**config.mk**
```make
export PLATFORM = sky130hd
export DESIGN_NAME = diff_freq_serial
export DESIGN_NICKNAME = d
export VERILOG_FILES = /design/src/rtl/diff_freq_serial.sv
export SDC_FILE = /design/constraint.sdc
export NUM_CORES = 1
export LEC_CHECK = 0
export CORE_UTILIZATION = 35
export CTS_BUF_LIST = sky130_fd_sc_hd__clkbuf_4
export DETAILED_ROUTE_END_ITERATION = 10
export GPL_ROUTABILITY_DRIVEN = 0
export PLACE_DENSITY = 0.62
export RECOVER_POWER = 50
export SLEW_MARGIN = 5
export SYNTH_ARGS = -nofsm -noshare
export SYNTH_HDL_FRONTEND = slang
export SYNTH_SLANG_ARGS = --single-unit
export TNS_END_PERCENT = 30
```
**constraint.sdc**
```tcl
create_clock -name clk -period 11.3 [get_ports clk]
set_clock_uncertainty 0.1 [all_clocks]
set_input_delay 3.39 -clock clk [delete_from_list [all_inputs] [get_ports clk]]
set_output_delay 3.39 -clock clk [all_outputs]
set_load 0.01 [all_outputs]
```
**src/rtl/diff_freq_serial.sv**
```systemverilog
// Serializes a latched pattern LSB-first onto one pin. Each bit lasts FAST_PERIOD or SLOW_PERIOD
// cycles, chosen by the matching freq bit. Frames are one-shot or repeat continuously.
module diff_freq_serial #(
    parameter int unsigned DATA_BIT    = 16,
    parameter int unsigned FAST_PERIOD = 4,
    parameter int unsigned SLOW_PERIOD = 10,
    parameter int unsigned CNT_BIT     = 8
) (
    input  logic                clk,
    input  logic                rst_n,
    input  logic [DATA_BIT-1:0] i_output_pattern,
    input  logic [DATA_BIT-1:0] i_freq_pattern,
    input  logic                i_mode,
    input  logic                i_update_tick,
    input  logic                i_start,
    input  logic                i_stop,
    output logic                o_serial_out,
    output logic                o_bit_tick,
    output logic                o_done_tick,
    output logic                o_busy
);

    localparam int unsigned        IDX_W     = (DATA_BIT > 1) ? $clog2(DATA_BIT) : 1;
    localparam logic [CNT_BIT-1:0] FAST_LAST = CNT_BIT'(FAST_PERIOD - 1);
    localparam logic [CNT_BIT-1:0] SLOW_LAST = CNT_BIT'(SLOW_PERIOD - 1);
    localparam logic [IDX_W-1:0]   IDX_LAST  = IDX_W'(DATA_BIT - 1);

    typedef enum logic [0:0] {StIdle, StRun} state_e;

    state_e              state_q, state_d;
    logic [DATA_BIT-1:0] stg_pat_q, stg_pat_d;
    logic [DATA_BIT-1:0] stg_freq_q, stg_freq_d;
    logic                stg_mode_q, stg_mode_d;
    logic [DATA_BIT-1:0] work_pat_q, work_pat_d;
    logic [DATA_BIT-1:0] work_freq_q, work_freq_d;
    logic                work_mode_q, work_mode_d;
    logic [IDX_W-1:0]    idx_q, idx_d;
    logic [CNT_BIT-1:0]  cnt_q, cnt_d;
    logic                serial_q, serial_d;
    logic                bit_tick_q, bit_tick_d;
    logic                done_tick_q, done_tick_d;
    logic                busy_q, busy_d;

    logic [DATA_BIT-1:0] ld_pat, ld_freq;
    logic                ld_mode;
    logic [CNT_BIT-1:0]  last_q, last_d;

    // An update coinciding with a load cycle must reach the working regs directly.
    assign ld_pat  = i_update_tick ? i_output_pattern : stg_pat_q;
    assign ld_freq = i_update_tick ? i_freq_pattern : stg_freq_q;
    assign ld_mode = i_update_tick ? i_mode : stg_mode_q;

    assign last_q = work_freq_q[idx_q] ? SLOW_LAST : FAST_LAST;

    always_comb begin
        state_d     = state_q;
        stg_pat_d   = stg_pat_q;
        stg_freq_d  = stg_freq_q;
        stg_mode_d  = stg_mode_q;
        work_pat_d  = work_pat_q;
        work_freq_d = work_freq_q;
        work_mode_d = work_mode_q;
        idx_d       = idx_q;
        cnt_d       = cnt_q;

        if (i_update_tick) begin
            stg_pat_d  = i_output_pattern;
            stg_freq_d = i_freq_pattern;
            stg_mode_d = i_mode;
        end

        unique case (state_q)
            StIdle: begin
                if (!i_stop && i_start) begin
                    work_pat_d  = ld_pat;
                    work_freq_d = ld_freq;
                    work_mode_d = ld_mode;
                    idx_d       = '0;
                    cnt_d       = '0;
                    state_d     = StRun;
                end
            end
            StRun: begin
                if (i_stop) begin
                    idx_d   = '0;
                    cnt_d   = '0;
                    state_d = StIdle;
                end else if (cnt_q == last_q) begin
                    cnt_d = '0;
                    if (idx_q != IDX_LAST) begin
                        idx_d = idx_q + 1'b1;
                    end else if (work_mode_q) begin
                        work_pat_d  = ld_pat;
                        work_freq_d = ld_freq;
                        work_mode_d = ld_mode;
                        idx_d       = '0;
                    end else begin
                        idx_d   = '0;
                        state_d = StIdle;
                    end
                end else begin
                    cnt_d = cnt_q + 1'b1;
                end
            end
            default: state_d = StIdle;
        endcase
    end

    // Outputs are decoded from the next state so they are registered yet aligned with it.
    assign last_d = work_freq_d[idx_d] ? SLOW_LAST : FAST_LAST;

    always_comb begin
        serial_d    = 1'b0;
        bit_tick_d  = 1'b0;
        done_tick_d = 1'b0;
        busy_d      = 1'b0;
        if (state_d == StRun) begin
            serial_d    = work_pat_d[idx_d];
            bit_tick_d  = (cnt_d == last_d);
            done_tick_d = (cnt_d == last_d) && (idx_d == IDX_LAST);
            busy_d      = 1'b1;
        end
    end

    always_ff @(posedge clk or negedge rst_n) begin
        if (!rst_n) begin
            state_q     <= StIdle;
            stg_pat_q   <= '0;
            stg_freq_q  <= '0;
            stg_mode_q  <= 1'b0;
            work_pat_q  <= '0;
            work_freq_q <= '0;
            work_mode_q <= 1'b0;
            idx_q       <= '0;
            cnt_q       <= '0;
            serial_q    <= 1'b0;
            bit_tick_q  <= 1'b0;
            done_tick_q <= 1'b0;
            busy_q      <= 1'b0;
        end else begin
            state_q     <= state_d;
            stg_pat_q   <= stg_pat_d;
            stg_freq_q  <= stg_freq_d;
            stg_mode_q  <= stg_mode_d;
            work_pat_q  <= work_pat_d;
            work_freq_q <= work_freq_d;
            work_mode_q <= work_mode_d;
            idx_q       <= idx_d;
            cnt_q       <= cnt_d;
            serial_q    <= serial_d;
            bit_tick_q  <= bit_tick_d;
            done_tick_q <= done_tick_d;
            busy_q      <= busy_d;
        end
    end

    assign o_serial_out = serial_q;
    assign o_bit_tick   = bit_tick_q;
    assign o_done_tick  = done_tick_q;
    assign o_busy       = busy_q;

endmodule

```
Word level (Yosys, flattened, before mapping):

Cells that the tools add are included.

* $add $sub $neg: 2
* order comparisons: 2
* equal/unequal tests: 8
* mux-type cells: 48
* bitwise gates (word level): 1
* reductions and logical operators: 4

Operator list (number)
* $mux W16: 12
* $pmux W16 S2: 2
* $mux W4: 6
* $mux W8: 3
* $mux W1: 18
* $eq A8 B4 Y1: 2
* $pmux W8 S2: 1
* $bmux W1 S4: 3
* $lt A4 B5 Y1 const B: 2
* $add A8 B1 Y8 const B: 1
* $pmux W4 S2: 1
* $ne A2 B2 Y1 const B: 3
* $add A4 B1 Y4 const B: 1
* $eq A4 B4 Y1 const B: 1
* $ne A4 B4 Y1 const B: 1
* $pmux W1 S2: 2
* $reduce_and A4 Y1: 1
* $logic_and A1 B1 Y1: 2
* $ne A2 B1 Y1 const B: 1
* $logic_not A1 Y1: 1
* $not A1 Y1: 1

* bits in registers: 83
* bits of input ports: 38
* output and inout port bits: 4
* logic and storage cells: 78

Depth between registers and ports, before layout:

* word-level depth: 13
* gate-level depth with buffers: 13
* gate-level depth less buffers: 11

Worst setup path before layout:

Ideal clock, no wire load.

* kind: input-to-reg
* start point: input port i_stop
* end point: register done_tick_q, in the netlist o_done_tick
* setup time: 78 ps
* arrival: 6007 ps
* data required time: 11122 ps
* slack: 5115 ps
* stages on the path: 10
* path buffers: 1
* cell sequence: nand2b_1 > nor3_1 > clkbuf_1 > o21ai_0 > or3_1 > mux2_2 > a22o_1 > a32o_1 > or4_1 > a21oi_1

* longest elaborated chain between the ends: 10
* elaborated cells on any way between the ends: 21
* those cells by class: 2 x eq/ne; 16 x mux; 3 x reduce/logical

RTL lines
* start: declaration: line 16 `input logic i_stop,`
* $logic_not A1 Y1: line 74 `if (!i_stop && i_start) begin`
* $logic_and A1 B1 Y1: line 74
* $mux W16: line 74
* $pmux W16 S2 (*): line 72 `unique case (state_q)`
* net work_freq_d[10]: line 35 `logic [DATA_BIT-1:0] work_freq_q, work_freq_d;`
* $bmux W1 S4 (*): line 110 `assign last_d = work_freq_d[idx_d] ? SLOW_LAST : FAST_LAST;`
* $mux W1 (implied by the code) (*): line 110
* $mux W4 (*): line 110
* $eq A8 B4 Y1 (*): line 120 `done_tick_d = (cnt_d == last_d) && (idx_d == IDX_LAST);`
* $logic_and A1 B1 Y1 (*): line 120
* $mux W1 (*): line 117 `if (state_d == StRun) begin`
* net done_tick_d: line 41 `logic done_tick_q, done_tick_d;`
* end signal: assignment: line 152 `done_tick_q <= done_tick_d;`
* end: declaration: line 41

The timed path passes the listed nets; every way through them passes the cells marked *. The select of a mux whose other input is x is not followed.
A chain may end at the register's enable or synchronous reset.

Final worst setup path:

* start point: input port i_update_tick
* end point: register done_tick_q, in the netlist o_done_tick

* longest elaborated chain between the ends: 12
* elaborated cells on any way between the ends: 13
* those cells by class: 1 x eq/ne; 11 x mux; 1 x reduce/logical

RTL lines
* start: declaration: line 14 `input logic i_update_tick,`
* $mux W16 (*)
* net ld_freq[2]: line 44 `logic [DATA_BIT-1:0] ld_pat, ld_freq;`
* $mux W16: line 92 `end else if (work_mode_q) begin`
* $mux W16: line 90 `if (idx_q != IDX_LAST) begin`
* $mux W16: line 88 `end else if (cnt_q == last_q) begin`
* $mux W16: line 84 `if (i_stop) begin`
* $pmux W16 S2 (*): line 72
* net work_freq_d[2]: line 35
* $bmux W1 S4 (*): line 110
* $mux W1 (implied by the code) (*): line 110
* $mux W4 (*): line 110
* $eq A8 B4 Y1 (*): line 120
* $logic_and A1 B1 Y1 (*): line 120
* $mux W1 (*): line 117
* net done_tick_d: line 41

Marks and branches as above.

==> reports/metrics.cfg <==
[critical_path]
crit_fanout=33
crit_chain=dlygate4sd3_1 -> clkbuf_1 -> mux2_2 -> nand2_1 -> nor3_1 -> or3_1 -> mux2_2 -> a22o_1 -> a32o_1 -> or4_1 -> a21oi_1
startpoint_type=primary input
path_class=primary input to flop
critical-path-max-stage-delay_ns=1.28
cp_slowest_cell=clkbuf_1
critPathMostFrequentCell=mux2_2
cp-end-kind=flop
worstPathRequired_ns=11.55
worstPathArrival_ns=7.60

[cells_and_area]
num_antenna_cells=0
drive_gt1_share_pct=22.14
final_nets=446
area_growth_pct=16.89
fill_cells=1092

[placement]
dp_hpwl_microns=6167
pre_cts_ws_ns=3.828
numPortBuffers=41

[worst_hold_path]
holdCritPathClass=flop to flop

[yosys]
avgSynthCellArea_sq_um=11.30
netlist.area_leader.share_pct=49.20
synth.area.top_cells=dfrtp_1 (49%), mux2_2 (15%), mux2i_1 (4.8%), nand2_1 (3.4%), nand2b_1 (2.9%)
synth_flop_cell=dfrtp_1
synth_cells=369
syn-num-nets=409
synth_edf_count=0
ys_async_sr_fraction_pct=100.0
ys_ff_latch=82
synth_area_sq_mm=0.004170
synth_cell_types=55
yosys.area.top_type=dfrtp_1
ys.warnings.count=0
ys_seq_area_share_pct=49.20

[outcome]
status=complete, but fails checks
failed_checks=design-rule violations, max-capacitance violations, max-slew violations

[clocking]
cts_tree=yes
cts-hold-fix-buffers=0
cts.path.max_buffers=2
cts_resized=0
path_clk_slew_ns=0.13
insertion_delay_ns=0.42
cts-root-buf=clkbuf_4
clock_sinks=82
htreeDepth=3
cts_made_buffers=9
post_cts_buffers=0

[detailed_routing]
firstDrtPassIters=8
wl_per_cell_microns=15.94
drcViolationCount=4
via_per_inst=5.338
drt-initial-drc-count=197
vias=2957
wl_microns=8831
ant_nets=0

[sta]
fmax_mhz=136.2
slew_viol_final=117
relSlewSlack_pct=-185.5
setup_violations=0
fin_crit_sh_pct=65.00
fin_crit_ns=7.345
setup_tns_ns=0
rsz0062_at_grt=no
hold_viol_final=0
tightest_slew_ns=4.283
setup_ws_ns=3.955

[power]
powerDensity_mw_per_mm2=135.1
switching_share_pct=25.04
peakVddDrop_v=0.00007793
comb_power_share_pct=15.5
p_leak_nw=2.027
power_switching_uw=164.9
p_int_uw=493.8
clkPwrFrac_pct=33.4
pwr-share-seq_pct=51.1

[floorplanning]
io_pins=42
chipWidth_microns=111.2
start_util_pct=36.21
core_area_sq_mm=0.01152
dieHeight_microns=111.2
design.die.area_sq_mm=0.01236
rows=39

[grt]
overflow=0
antenna_found_initial=0
grt_pass1_vias=2997
grt_max_degree=83
grt_pass1_wl_microns=14750
grt_usage_pct=15.09

[job]
cap_violations=2

## final timing paths
kind / from / end / slack (ns) / depth (start not counted)
worst max-delay path: i_update_tick / o_done_tick / 3.96 / 11
worst min-delay path: stg_pat_q[2] / stg_pat_q[2] / 0.41 / 1
worst min register to register: stg_pat_q[2] / stg_pat_q[2] / 0.41 / 1
min in group asynchronous: rst_n / stg_pat_q[3] / 4.37 / 1
max in group asynchronous: rst_n / work_freq_q[11] / 4.37 / 1
worst max register to register: idx_q[0] / o_done_tick / 6.39 / 10
## flip-flops by register name (all words and copies together) (netlist names), 4 cells and up
signal       flops
stg_freq_q      16
cnt_q            8
work_freq_q     16
work_pat_q      16
idx_q            4
stg_pat_q       16
## critical path, delay by kind of cell
family                 cells  cell delay [ns]
multiplexers               2             0.74
AO/OA/AOI/OAI              3             0.60
buffers and inverters      2             1.80
AND/OR/NAND/NOR            4             1.05
## cell usage in the layout (no fill, tap or decap), types with 3 or more instances in the layout
master and instances:
o21ai_0 21, o21a_1 4, clkdlybuf4s50_1 39, mux4_2 5, or3_1 8, bufinv_16 3, a31oi_1 3, mux2i_1 20
mux2_2 54, dfrtp_1 82, nor2b_1 3, nor3_1 10, clkbuf_4 10, or2_2 6, nand2_1 38, inv_1 7
nand2b_1 19, nand3_1 7, a21oi_1 16, nor2_1 6, and3_1 3
## metal layers
| metal | GRT usage, % | up-vias | part of all wire [%] |
|---|---|---|---|
| li1 | - | 1406 | - |
| met1 | 18.97 | 1454 | 45 |
| met2 | 25.62 | 84 | 49 |
| met3 | 3.335 | 13 | 4.6 |
| met4 | 5.225 | 0 | 1.5 |
| met5 | 0 | - | 0 |
## Yosys cell counts, drive strengths merged (4+ instances only)
| master | n |
|---|---|
| or3 | 8 |
| a21oi | 16 |
| nor2 | 8 |
| nand2 | 38 |
| mux2 | 57 |
| inv | 7 |
| dfrtp | 82 |
| nand2b | 19 |
| buf | 7 |
| mux4 | 5 |
| nor3 | 11 |
| o21a | 4 |
| nand3 | 7 |
| o21ai | 23 |
| clkbuf | 10 |
| or2 | 6 |
| mux2i | 21 |
## area by class of cell
type | count | area [sq um] | area share, %
clock buffer | 10 | 75.07 | 1.540
clock inverter | 6 | 112.6 | 2.310
inverter | 7 | 26.28 | 0.5390
multi-input combinational | 263 | 2014 | 41.32
sequential | 82 | 2052 | 42.09
tap | 143 | 178.9 | 3.670
timing repair buffer | 43 | 415.4 | 8.522
## stage by stage
step	cell area [sq um]	power [mW]	cells	hold WS, ns	utilization, %
floorplan	4170	0.4075	369	0.3669	-
global placement	4695	0.4416	538	0.3798	40.76
detailed placement	4695	0.4461	538	0.3857	40.76
CTS	4882	0.6663	554	0.4179	42.39
global route	4875	0.6908	554	0.4293	42.33
finish	4875	0.6587	554	0.4130	42.33
## logic make-up (layout without fill, tap and decap cells)
group	Yosys count	in the layout	share of synthesized area, %
flip-flops	82	82	49.20
AND/OR/NAND/NOR	109	109	13.44
multiplexers	83	83	23.61
AO/OA/AOI/OAI	67	67	10.11
adder cells (fa/ha/maj)	2	2	0.6000
buffers and inverters	24	66	2.610
XOR/XNOR	2	2	0.4201
## power groups by stage
| stage | combinational (mW) | clock (mW) | sequential, mW |
|---|---|---|---|
| after floorplan | 0.0694 | 0 | 0.338 |
| after global placement | 0.101 | 0 | 0.341 |
| after detailed placement | 0.103 | 0 | 0.343 |
| after CTS | 0.104 | 0.225 | 0.337 |
| after global routing | 0.115 | 0.236 | 0.340 |
| final | 0.102 | 0.220 | 0.337 |
No activity file was read; power rests on OpenSTA's default activity.
